<file path="config.mk">
export PLATFORM = sky130hd
export DESIGN_NAME = tri_arb
export DESIGN_NICKNAME = d
export VERILOG_FILES = /design/src/rtl/rast_params.sv /design/src/rtl/rr_pick.sv /design/src/rtl/tri_arb.sv
export SDC_FILE = /design/constraint.sdc
export NUM_CORES = 1
export LEC_CHECK = 0
export CORE_AREA = 2 2 629 631
export DETAILED_ROUTE_END_ITERATION = 7
export DIE_AREA = 0 0 631 633
export PLACE_DENSITY = 0.3
export SETUP_SLACK_MARGIN = 0.2
export SYNTH_ARGS = -nofsm -noshare
export SYNTH_HDL_FRONTEND = slang
export SYNTH_SLANG_ARGS = --single-unit
</file>
<file path="constraint.sdc">
create_clock -name clk -period 1.8 [get_ports clk]
set_input_delay 0.27 -clock clk [delete_from_list [all_inputs] [get_ports clk]]
set_output_delay 0.27 -clock clk [all_outputs]
set_load 0.02 [all_outputs]
</file>
<file path="src/rtl/rast_params.sv">
// Shared rasterizer front-end definitions: geometry sizes, triangle/color
// container types and the issue-slot state encoding used by tri_arb.
package rast_params;

  localparam int SIGFIG = 24;  // bits per coordinate / color channel
  localparam int RADIX  = 10;  // fraction bits, carried through untouched
  localparam int VERTS  = 3;   // vertices per triangle
  localparam int AXIS   = 3;   // axes per vertex
  localparam int COLORS = 3;   // color channels
  localparam int REQS   = 4;   // triangle sources sharing the rasterizer

  typedef logic signed   [SIGFIG-1:0] tri_t   [VERTS-1:0][AXIS-1:0];
  typedef logic unsigned [SIGFIG-1:0] color_t [COLORS-1:0];

  // Output slot occupancy: EMPTY = nothing presented to rast, FULL = held.
  typedef enum logic {
    EMPTY = 1'b0,
    FULL  = 1'b1
  } arb_state_e;

endpackage

</file>
<file path="src/rtl/rr_pick.sv">
// Round-robin picker: finds the first asserted valid bit scanning upward from
// ptr, wrapping modulo REQS. Purely combinational.
module rr_pick #(
  parameter int REQS  = 4,
  parameter int IDX_W = 2
) (
  input  logic [REQS-1:0]  valid,
  input  logic [IDX_W-1:0] ptr,
  output logic [REQS-1:0]  grant,
  output logic [IDX_W-1:0] idx,
  output logic             any
);

  // Two copies of the valid vector rotated so bit 0 is the requester at ptr;
  // the first set bit k then names requester (ptr + k) mod REQS.
  logic [2*REQS-1:0] rotated;
  int                pos;

  // Priority scan of the rotated vector and one-hot encoding of the winner.
  always_comb begin
    // NOTE: every output of a combinational block gets a default first so no
    // path leaves it unassigned and no latch is inferred.
    rotated = {valid, valid} >> ptr;
    grant   = '0;
    idx     = '0;
    any     = 1'b0;
    pos     = 0;
    for (int k = 0; k < REQS; k++) begin
      if (!any && rotated[k]) begin
        any = 1'b1;
        pos = int'(ptr) + k;
        if (pos >= REQS) begin
          pos = pos - REQS;
        end
        idx = IDX_W'(pos);
      end
    end
    if (any) begin
      grant = REQS'(1) << idx;
    end
  end

endmodule

</file>
<file path="src/rtl/tri_arb.sv">
// tri_arb: round-robin triangle arbiter and single-entry issue slot in front
// of rast. Up to REQS sources offer triangles; one is granted whenever the
// slot is empty or being accepted this cycle, and the slot holds it until
// rast takes it (validTri_R10H && halt_RnnnnL).
//
// Build option: define TRI_ARB_STATS_EN to implement the per-requester grant
// counters and the stall counter. Without it both ports read 0 and no
// counter registers exist; arbitration is identical either way.
module tri_arb #(
  parameter int SIGFIG = rast_params::SIGFIG,
  parameter int RADIX  = rast_params::RADIX,
  parameter int VERTS  = rast_params::VERTS,
  parameter int AXIS   = rast_params::AXIS,
  parameter int COLORS = rast_params::COLORS,
  parameter int REQS   = rast_params::REQS,
  parameter int CNT_W  = 32
) (
  input  logic                     clk,
  input  logic                     rst,
  input  logic [REQS-1:0]          req_valid,
  output logic [REQS-1:0]          req_ready,
  input  logic signed [SIGFIG-1:0] req_tri   [REQS-1:0][VERTS-1:0][AXIS-1:0],
  input  logic        [SIGFIG-1:0] req_color [REQS-1:0][COLORS-1:0],
  input  logic                     halt_RnnnnL,
  output logic signed [SIGFIG-1:0] tri_R10S   [VERTS-1:0][AXIS-1:0],
  output logic        [SIGFIG-1:0] color_R10U [COLORS-1:0],
  output logic                     validTri_R10H,
  output logic [$clog2(REQS)-1:0]  owner,
  output logic                     idle,
  output logic [CNT_W-1:0]         grant_cnt [REQS-1:0],
  output logic [CNT_W-1:0]         stall_cnt
);

  import rast_params::*;

  localparam int IDX_W = $clog2(REQS);

  // Elaboration-time guards on the configuration.
  if (REQS < 2 || REQS > 8) begin : g_bad_reqs
    $error("tri_arb: REQS must be in 2..8");
  end
  if (RADIX >= SIGFIG) begin : g_bad_radix
    $error("tri_arb: RADIX must be smaller than SIGFIG");
  end

  arb_state_e       state_q, state_d;
  logic [IDX_W-1:0] ptr_q;

  logic [REQS-1:0]  pick_grant;
  logic [IDX_W-1:0] pick_idx;
  logic             pick_any;

  logic accept;  // rast takes the presented triangle this cycle
  logic load;    // slot can take a new triangle at the next edge
  logic take;    // a requester is actually granted this cycle

  assign validTri_R10H = (state_q == FULL);
  assign accept        = validTri_R10H && halt_RnnnnL;
  assign load          = !validTri_R10H || accept;
  assign take          = load && pick_any && !rst;

  // Ready is the picker's one-hot gated by slot availability; silent in reset.
  assign req_ready = take ? pick_grant : '0;

  assign idle = !validTri_R10H && halt_RnnnnL && !(|req_valid);

  rr_pick #(
    .REQS  (REQS),
    .IDX_W (IDX_W)
  ) u_pick (
    .valid (req_valid),
    .ptr   (ptr_q),
    .grant (pick_grant),
    .idx   (pick_idx),
    .any   (pick_any)
  );

  // Slot occupancy next-state: fill on a grant, drain on an ungranted accept.
  always_comb begin
    state_d = state_q;
    case (state_q)
      EMPTY: begin
        if (pick_any) begin
          state_d = FULL;
        end
      end
      FULL: begin
        if (accept) begin
          state_d = pick_any ? FULL : EMPTY;
        end
      end
      default: state_d = EMPTY;
    endcase
  end

  // Slot occupancy register.
  always_ff @(posedge clk) begin
    // NOTE: state is updated with non-blocking assignments so every flop
    // samples values from before the edge, independent of block order.
    if (rst) begin
      state_q <= EMPTY;
    end else begin
      state_q <= state_d;
    end
  end

  // Slot payload, owner and round-robin pointer; loaded only on a grant so a
  // stalled or emptied slot keeps its last data.
  always_ff @(posedge clk) begin
    if (rst) begin
      // NOTE: the payload is a handful of flops rather than a RAM, so it is
      // cleared in reset to give rast a defined bus from the first cycle.
      for (int v = 0; v < VERTS; v++) begin
        for (int a = 0; a < AXIS; a++) begin
          tri_R10S[v][a] <= '0;
        end
      end
      for (int c = 0; c < COLORS; c++) begin
        color_R10U[c] <= '0;
      end
      owner <= '0;
      ptr_q <= '0;
    end else if (take) begin
      for (int v = 0; v < VERTS; v++) begin
        for (int a = 0; a < AXIS; a++) begin
          tri_R10S[v][a] <= req_tri[pick_idx][v][a];
        end
      end
      for (int c = 0; c < COLORS; c++) begin
        color_R10U[c] <= req_color[pick_idx][c];
      end
      owner <= pick_idx;
      if (pick_idx == IDX_W'(REQS - 1)) begin
        ptr_q <= '0;
      end else begin
        ptr_q <= pick_idx + 1'b1;
      end
    end
  end

`ifdef TRI_ARB_STATS_EN
  // Saturating statistics: accepted triangles per owner and stalled cycles.
  always_ff @(posedge clk) begin
    if (rst) begin
      for (int i = 0; i < REQS; i++) begin
        grant_cnt[i] <= '0;
      end
      stall_cnt <= '0;
    end else begin
      if (accept && (grant_cnt[owner] != '1)) begin
        grant_cnt[owner] <= grant_cnt[owner] + 1'b1;
      end
      if (validTri_R10H && !halt_RnnnnL && (stall_cnt != '1)) begin
        stall_cnt <= stall_cnt + 1'b1;
      end
    end
  end
`else
  // Statistics not built: ports kept for the integrating top, tied to zero.
  always_comb begin
    for (int i = 0; i < REQS; i++) begin
      grant_cnt[i] = '0;
    end
    stall_cnt = '0;
  end
`endif

endmodule

</file>
Word-level counts from Yosys, hierarchy flattened
Index checks and enable logic that the tools add are counted.
{"block": "classes", "addsub": 8, "multipliers": 0, "n_div": 0, "magnitude_cmp": 5, "n_eq_ne": 1, "shift": 2, "muxes": 22, "bitwise": 1, "n_reduce_logical": 16}
{"operator": "216-bit binary-select mux with 2-bit select", "count": 1}
{"operator": "216-bit 2-to-1 mux", "count": 1}
{"operator": "72-bit binary-select mux with 2-bit select", "count": 1}
{"operator": "72-bit 2-to-1 mux", "count": 1}
{"operator": "2-bit 2-to-1 mux", "count": 9}
{"operator": "3-bit greater-or-equal comparator (second input constant)", "count": 3}
{"operator": "1-bit logical AND", "count": 8}
{"operator": "4-bit 2-to-1 mux", "count": 2}
{"operator": "8-bit by 2-bit right shift with 4-bit output", "count": 1}
{"operator": "2-bit by 1-bit subtractor with 2-bit output (second input constant)", "count": 4}
{"operator": "2-bit by 2-bit adder with 3-bit output (second input constant)", "count": 2}
{"operator": "1-bit zero test", "count": 6}
{"operator": "1-bit 2-to-1 mux", "count": 6}
{"operator": "4-bit OR reduction", "count": 1}
{"operator": "1-bit by 2-bit << shifter with 4-bit output (first input constant)", "count": 1}
{"operator": "2-bit by 1-bit adder with 3-bit output (second input constant)", "count": 1}
{"operator": "2-bit by 3-bit greater-or-equal comparator with 1-bit output (second input constant)", "count": 1}
{"operator": "2-bit by 3-bit less-than comparator with 1-bit output (second input constant)", "count": 1}
{"operator": "2-bit by 1-bit adder with 2-bit output (second input constant)", "count": 1}
{"operator": "2-bit == test (second input constant)", "count": 1}
{"operator": "1-bit one-hot mux with 2 select lines", "count": 1}
{"operator": "1-bit logical OR", "count": 1}
{"operator": "1-bit inverter", "count": 1}
{"block": "totals", "ff_bits": 293, "latchBits": 0, "ram_bits": 0, "mem_bits_ro": 0, "input_bits": 1159, "out_inout_bits": 456, "n_memories": 0}

Logic depth before layout (Yosys ltp)
Gate-level depths: netlist of run 1.
{"block": "depth", "depth_word": 14, "mapped_depth": 9}

Cells and area by module
A second synthesis of run 1 with hierarchy kept.
{"block": "unflattened", "hier_cells": 1215, "hier_area_um2": 17068.9}
{"module": "tri_arb", "instances": 1, "cells_per_inst": 1183, "area_each_um2": 16886.2, "seq_area_each_um2": 5865.6}
{"module": "rr_pick", "instances": 1, "cells_per_inst": 32, "area_each_um2": 182.7, "seq_area_each_um2": 0.0}

Worst setup path before layout of run 1
No wires, ideal clock.
{"block": "synth_timing", "kind": "flip-flop to output port", "from": "register state_q, in the netlist validTri_R10H", "to": "output port req_ready[0]", "arrival_ps": 1734, "required_time_ps": 1530, "setup_slack_ps": -204, "path_stages_with_launch": 7, "n_path_buf": 3, "path_cell_list": "dfxtp_1 a21oi_4 or3b_1 buf_2 buf_2 buf_2 nor2_1"}
{"block": "synth_between", "elab_chain_len": 5, "word_cells_on_any_way": 6, "cone_classes": "mux (1); reduce/logical (5)"}
{"item": "start: declaration", "line": "tri_arb.sv:46", "source": "arb_state_e state_q, state_d;"}
{"item": "start signal: assignment", "line": "tri_arb.sv:103", "source": "state_q <= state_d;"}
{"item": "1-bit zero test / 1-bit logical AND (equally long branches)", "line": "tri_arb.sv:59, tri_arb.sv:58"}
{"item": "1-bit logical OR *", "line": "tri_arb.sv:59", "source": "assign load = !validTri_R10H || accept;"}
{"item": "1-bit logical AND * (2 in series)", "line": "tri_arb.sv:60", "source": "assign take = load && pick_any && !rst;"}
{"item": "4-bit 2-to-1 mux *", "line": "tri_arb.sv:63", "source": "assign req_ready = take ? pick_grant : '0;"}
{"item": "end: declaration", "line": "tri_arb.sv:21", "source": "output logic [REQS-1:0] req_ready,"}
Mark *: on every way between the ends. The rest lies on a longest branch, timed or not.

Worst setup path after layout of run 1
{"block": "layout_timing", "from": "register ptr_q[0]", "to": "output port req_ready[2]"}
{"block": "layout_between", "elab_chain_len": 14, "word_cells_on_any_way": 35, "cone_classes": "add/sub (7); order compare (4); shift (2); mux (14); reduce/logical (8)"}
{"item": "start: declaration", "line": "tri_arb.sv:47", "source": "logic [IDX_W-1:0] ptr_q;"}
{"item": "start signal: assignment", "line": "tri_arb.sv:136", "source": "ptr_q <= pick_idx + 1'b1;"}
{"item": "branches (longest 13 deep; another with 2-bit by 1-bit adder with 3-bit output)"}
{"item": "4-bit 2-to-1 mux *", "line": "tri_arb.sv:63"}
Mark *: on every way between the ends.

==> impl_metrics.json, run 1 <==
{
  "status": "complete, but fails checks",
  "violations": "negative setup slack",
  "start_kind": "register",
  "avgSynthCellArea_sq_um": 9.73,
  "io_buffers": 1454,
  "dp_cells": 8523,
  "setup_viol": 296,
  "drc": 0,
  "cp_max_fo": 5,
  "rrSetupSlack_ns": -0.61,
  "antenna_found_initial": 242,
  "reg2reg_to": "tri_R10S[151]",
  "drt_iter0_drc": 1055,
  "clock_skew_ns": 0.0392,
  "final_antenna_net_count": 0,
  "die_x_um": 631,
  "power_frac_comb_pct": 53.2,
  "critical_path_class": "reg -> out",
  "cts_tree": "yes",
  "clk_pin_slew_ns": 0.05,
  "dieArea_sq_mm": 0.399,
  "clkSinkCount": 293,
  "arrival_ns": 2.41,
  "start_util_pct": 4.48,
  "root_buffer": "clkbuf_16",
  "hold_class": "in -> reg",
  "peakVddDrop_uv": 701,
  "viasPerCell": 2.67,
  "power.internal_mw": 24.9,
  "area_delta_synth_final_pct": 179,
  "power_mw": 41.0,
  "synthesis.area_sq_mm": 0.0175,
  "period_needed_ns": 2.68,
  "ios": 1615,
  "routed_wl_um": 278000,
  "hold_viol": 0,
  "whs_endpoint": "validTri_R10H",
  "die_y_um": 633,
  "hpwl_um": 239000,
  "drive_above_1_share_pct": 36.0,
  "rows": 230,
  "fin_ws_ns": -0.881,
  "cts.path.max_buffers": 3,
  "reg2reg_depth": 12,
  "final_nets": 4693,
  "cts_buffers": 51,
  "grt_pass1_wl_um": 314000,
  "slew_viol_final": 0,
  "powerDensity_mw_per_mm2": 837,
  "p_leak_nw": 17.1,
  "endpoint_kind": "output pin",
  "yosysWarnings": 0,
  "place_ws_ns": -1.37,
  "p_seq_share_pct": 21.3,
  "htreeDepth": 2,
  "gr-total-overflow": 0,
  "grt_usage_pct": 12.7,
  "dr.pass1.iters": 5,
  "synth.distinct_cells": 28,
  "ys_seq_area_share_pct": 33.4,
  "max-cap-violations": 0,
  "holdBufCountCts": 0,
  "layout.cells.non_filler": 8862,
  "vias": 23675,
  "grt_max_degree": 54,
  "hold_depth": 6,
  "core_sq_mm": 0.392,
  "clkLatencyLatePin_ns": 0.72,
  "max_freq_mhz": 373,
  "synth-seq-cells": 293,
  "p_clk_share_pct": 25.5,
  "wl_per_cell_um": 31.4,
  "netlist_instances": 1802,
  "grt_pass1_vias": 22815,
  "period_share_pct": 149,
  "rsz0062_at_grt": "true",
  "place_congestion": 0.917,
  "p_sw_share_pct": 39.1,
  "hp-start": "req_valid[0]",
  "cp_data_required_time_ns": 1.53,
  "reg2reg_from": "ptr_q[0]",
  "power.switching_mw": 16.0
}
-- metal layers --
metal	global-route usage, %	share of wire, %
met5	0	0.33
met4	3.67	3.5
met3	8.20	13
met2	20.6	46
met1	13.5	37
-- critical path, cell delays in order, from the launching register on --
cell and delay, ns:
dfxtp_4 0.35, nand2b_4 0.15, a21oi_4 0.15, nor3_4 0.09, or3b_4 0.44, buf_12 0.15, buf_12 0.13, nor2_4 0.12
buf_12 0.12
-- sequential cells by signal (all words and copies together), names as in the netlist --
name / flops
tri_R10S: 216
color_R10U: 72
validTri_R10H: 1
ptr_q: 2
owner: 2
-- metrics by stage --
stage	cell area [sq um]	TNS [ns]	hold slack, ns	utilization, %
floorplan	18500	0	0.425	-
global placement	39200	-314.64	0.443	10.0
detailed placement	39200	-315.89	0.446	10.0
CTS	42800	-184.09	0.120	10.9
global route	48800	-162.86	0.158	12.4
finish	48900	-140.36	0.219	12.5
-- power groups by stage --
stage	Combinational (mW)	Clock, mW	Sequential, mW
after floorplan	5.17	0	9.72
after global placement	16.0	0	8.70
after detailed placement	16.0	0	8.71
after CTS	17.8	11.0	8.60
after global routing	22.8	11.0	8.87
final	21.8	10.5	8.72
-- synthesized netlist by cell type --
cell type / n / share of area (%)
xnor2_1: 1 / 0.050
inv_1: 1 / 0.021
a211oi_1: 1 / 0.043
buf_2: 69 / 2.0
nand3b_1: 1 / 0.043
a21oi_1: 3 / 0.086
clkbuf_1: 63 / 1.3
or3b_1: 1 / 0.050
conb_1: 1 / 0.021
nand2b_1: 2 / 0.071
o21a_1: 1 / 0.043
mux2i_1: 578 / 33
buf_6: 23 / 1.5
o32ai_1: 1 / 0.050
nor2_4: 1 / 0.064
o32a_1: 1 / 0.057
o221ai_1: 288 / 14
nor3_2: 1 / 0.057
buf_1: 6 / 0.13
nor2_1: 8 / 0.17
nor2b_1: 2 / 0.071
nor3b_1: 1 / 0.043
a21oi_4: 1 / 0.093
dfxtp_1: 293 / 33
nor2b_2: 1 / 0.050
buf_4: 161 / 6.9
nor4_2: 1 / 0.071
nand2_1: 291 / 6.2
-- area by class of cell --
class | instances | area [sq um]
Multi-Input combinational cell | 1345 | 14000
Timing Repair Buffer | 1842 | 20500
Clock buffer | 72 | 1490
Fill cell | 44662 | 343000
Sequential cell | 293 | 6040
Antenna cell | 72 | 180
Clock inverter | 17 | 188
Tap cell | 5220 | 6530
Inverter | 1 | 3.75
-- logic make-up after synthesis --
family	count (synthesis)	synth area share (%)
mux	578	33.0
buf+inv	323	11.8
simple gates	310	6.92
compound gates	296	14.8
flops	293	33.4
xor+xnor	1	0.0499
other cells	1	0.0214
-- worst max path at each step --
stage | slack, ns | start | endpoint
2_1_floorplan | 0.01 | ptr_q[0] | req_ready[0]
3_3_place_gp | -1.31 | req_valid[1] | tri_R10S[90]
3_5_place_dp | -1.37 | req_valid[1] | tri_R10S[90]
4_1_cts | -1.03 | ptr_q[0] | req_ready[2]
5_1_grt | -1.01 | ptr_q[0] | req_ready[2]
6_report | -0.88 | ptr_q[0] | req_ready[2]
-- timing repair --
action	4_1_cts	5_1_grt
cloned	12	71
pin swaps	14	138
resized for setup	254	1352
buffers inserted	29	66
endpoints found under the setup margin	586	562
-- placed cells by master, fill, tap and decap left out, drive strengths merged, types with 3 or more instances in the layout --
cell type and instances:
a21oi 4, buf 539, bufinv 3, clkbuf 209, clkdlybuf4s50 1154, clkinv 11, conb 160, dfxtp 293
diode 72, dlymetal6s2s 12, mux2i 578, nand2 291, nor2 9, nor2b 3, o221ai 288
No activity file was read; power rests on OpenSTA's default activity.
==> run 2: changes to the inputs <==
Settings changed: PLACE_DENSITY 0.3 to default.
==> run 2 against run 1 <==
Net effect:
- the flow still finishes with violations (negative setup slack)
- critical path depth increased by 2
- combinational power down 12%
- clock power hardly changed
- sequential power down 2%
- worst setup slack got worse by 0.31 ns
- clock skew shrank 0.0035 ns
- flip-flop and latch count unchanged
- sequential share of layout area rose by 0.62 points
- maximum frequency fell by 10%
- global-route usage increased by 4.0 points
- routed wire length increased by 26%
- final cell count increased by 0.25%
- critical path type unchanged
- critical endpoint unchanged
==> impl_metrics.json, run 2 (synthesized netlist as in run 1, its figures left out) <==
{
  "status": "complete, but fails checks",
  "violations": "negative setup slack",
  "rows": 230,
  "routed_wl_um": 351000,
  "maxSlewHeadroom_pct": 61.5,
  "top_register": "tri_R10S",
  "final_cell_mix": "clkdlybuf4s50_1 (1154), mux2i_1 (520), buf_4 (307)",
  "design_area_sq_mm": 0.0462,
  "place_ws_ns": -1.34,
  "clock_skew_ns": 0.0357,
  "critical_path_class": "reg -> out",
  "start_util_pct": 4.48,
  "power.internal_mw": 22.8,
  "clkLatencyLatePin_ns": 0.72,
  "holdBufCountCts": 0,
  "fin_util_pct": 11.8,
  "arrival_ns": 2.72,
  "grt_pass1_vias": 22672,
  "core_sq_mm": 0.392,
  "cts.path.max_buffers": 3,
  "htreeDepth": 2,
  "endpoint_kind": "output pin",
  "peakVddDrop_uv": 663,
  "hold_viol": 0,
  "root_buffer": "clkbuf_16",
  "cp_max_fo": 4,
  "die_y_um": 633,
  "power_frac_comb_pct": 50.3,
  "tightest_slew_ns": 0.576,
  "antenna_found_initial": 519,
  "dr.pass1.iters": 5,
  "slew_viol_final": 0,
  "vias": 25304,
  "final_antenna_net_count": 0,
  "layout.cells.non_filler": 8884,
  "grt_usage_pct": 16.7,
  "p_clk_share_pct": 27.4,
  "start_kind": "register",
  "wl_per_cell_um": 39.5,
  "reg2reg_from": "ptr_q[0]",
  "hpwl_um": 312000,
  "ios": 1615,
  "cts_buffers": 47,
  "period_needed_ns": 2.99,
  "hp-start": "req_tri[113]",
  "setup_viol": 294,
  "cp_data_required_time_ns": 1.53,
  "fin_ws_ns": -1.19,
  "power.switching_mw": 15.6,
  "max-cap-violations": 0,
  "rsz0062_at_grt": "true",
  "final_common_cell": "clkdlybuf4s50_1",
  "p_sw_share_pct": 40.6,
  "drt_iter0_drc": 1695,
  "drive_above_1_share_pct": 32.7,
  "gr-total-overflow": 0,
  "postPlaceCellArea_sq_mm": 0.0392,
  "clkSinkCount": 293,
  "largest_register_ffs": 216,
  "p_leak_nw": 16.9,
  "period_share_pct": 166,
  "die_x_um": 631,
  "powerDensity_mw_per_mm2": 829,
  "place_congestion": 0.969,
  "drc": 0,
  "grt_max_degree": 46,
  "io_buffers": 1454,
  "dp_cells": 8552,
  "dieArea_sq_mm": 0.399,
  "viasPerCell": 2.85,
  "final_nets": 4684,
  "hold_class": "in -> reg",
  "crit_start": "ptr_q[0]",
  "finalSetupTns_ns": -250.81,
  "max_freq_mhz": 335,
  "area_delta_synth_final_pct": 163,
  "reg.largest.list": "tri_R10S: 216 flops, color_R10U: 72 flops",
  "p_seq_share_pct": 22.4,
  "clk_pin_slew_ns": 0.07,
  "grt_pass1_wl_um": 395000,
  "cts_tree": "yes"
}
[run 2: worst paths after layout]
check | slack [ns] | endpoint | depth (start not counted)
max | -1.19 | req_ready[2] | 10
min | 0.22 | tri_R10S[113] | 3
max reg2reg | -1.07 | tri_R10S[62] | 17
min reg2reg | 0.46 | tri_R10S[171] | 2
[run 2: layout make-up]
class / instances / area (sq um)
Multi-Input combinational cell: 1345 / 12500
Antenna cell: 103 / 258
Timing Repair Buffer: 1837 / 19300
Clock buffer: 64 / 1370
Sequential cell: 293 / 5990
Inverter: 1 / 3.75
Tap cell: 5220 / 6530
Fill cell: 45008 / 346000
Clock inverter: 21 / 265
[run 2: through the flow]
step                      power (mW)  hold WS, ns
after floorplan                 14.9        0.425
after detailed placement        24.5        0.445
after global placement          24.5        0.443
after CTS                       37.2        0.107
final                           38.3        0.218
after global routing            39.9        0.185
[run 2: critical path, cell delays in order, from the launching register on]
cell	delay, ns
dfxtp_4	0.37
nand2b_4	0.15
a21oi_4	0.14
nor3_4	0.08
buf_6	0.13
buf_6	0.10
or3b_4	0.41
buf_12	0.16
buf_8	0.12
nor2_4	0.15
buf_12	0.15
[run 2: metal layers]
layer	part of all wire [%]	GRT usage [%]	routed length [um]
met4	4.3	4.99	15200
met3	13	9.68	46800
met2	46	27.7	161000
met1	36	17.8	127000
met5	0.47	0	1640
[run 2: what timing repair did]
item                       4_1_cts  5_1_grt
gates cloned                    33       22
gates resized for setup        245      940
setup endpoints to repair      573      542
pin swaps                       51      139
buffers inserted                53       36
[run 2: power groups by stage]
stage                     sequential [mW]  combinational, mW  clock (mW)
after floorplan                      9.72               5.17           0
after global placement               8.50               16.0           0
after detailed placement             8.50               16.0           0
after CTS                            8.40               17.8        11.0
after global routing                 8.69               20.1        11.1
final                                8.57               19.2        10.5
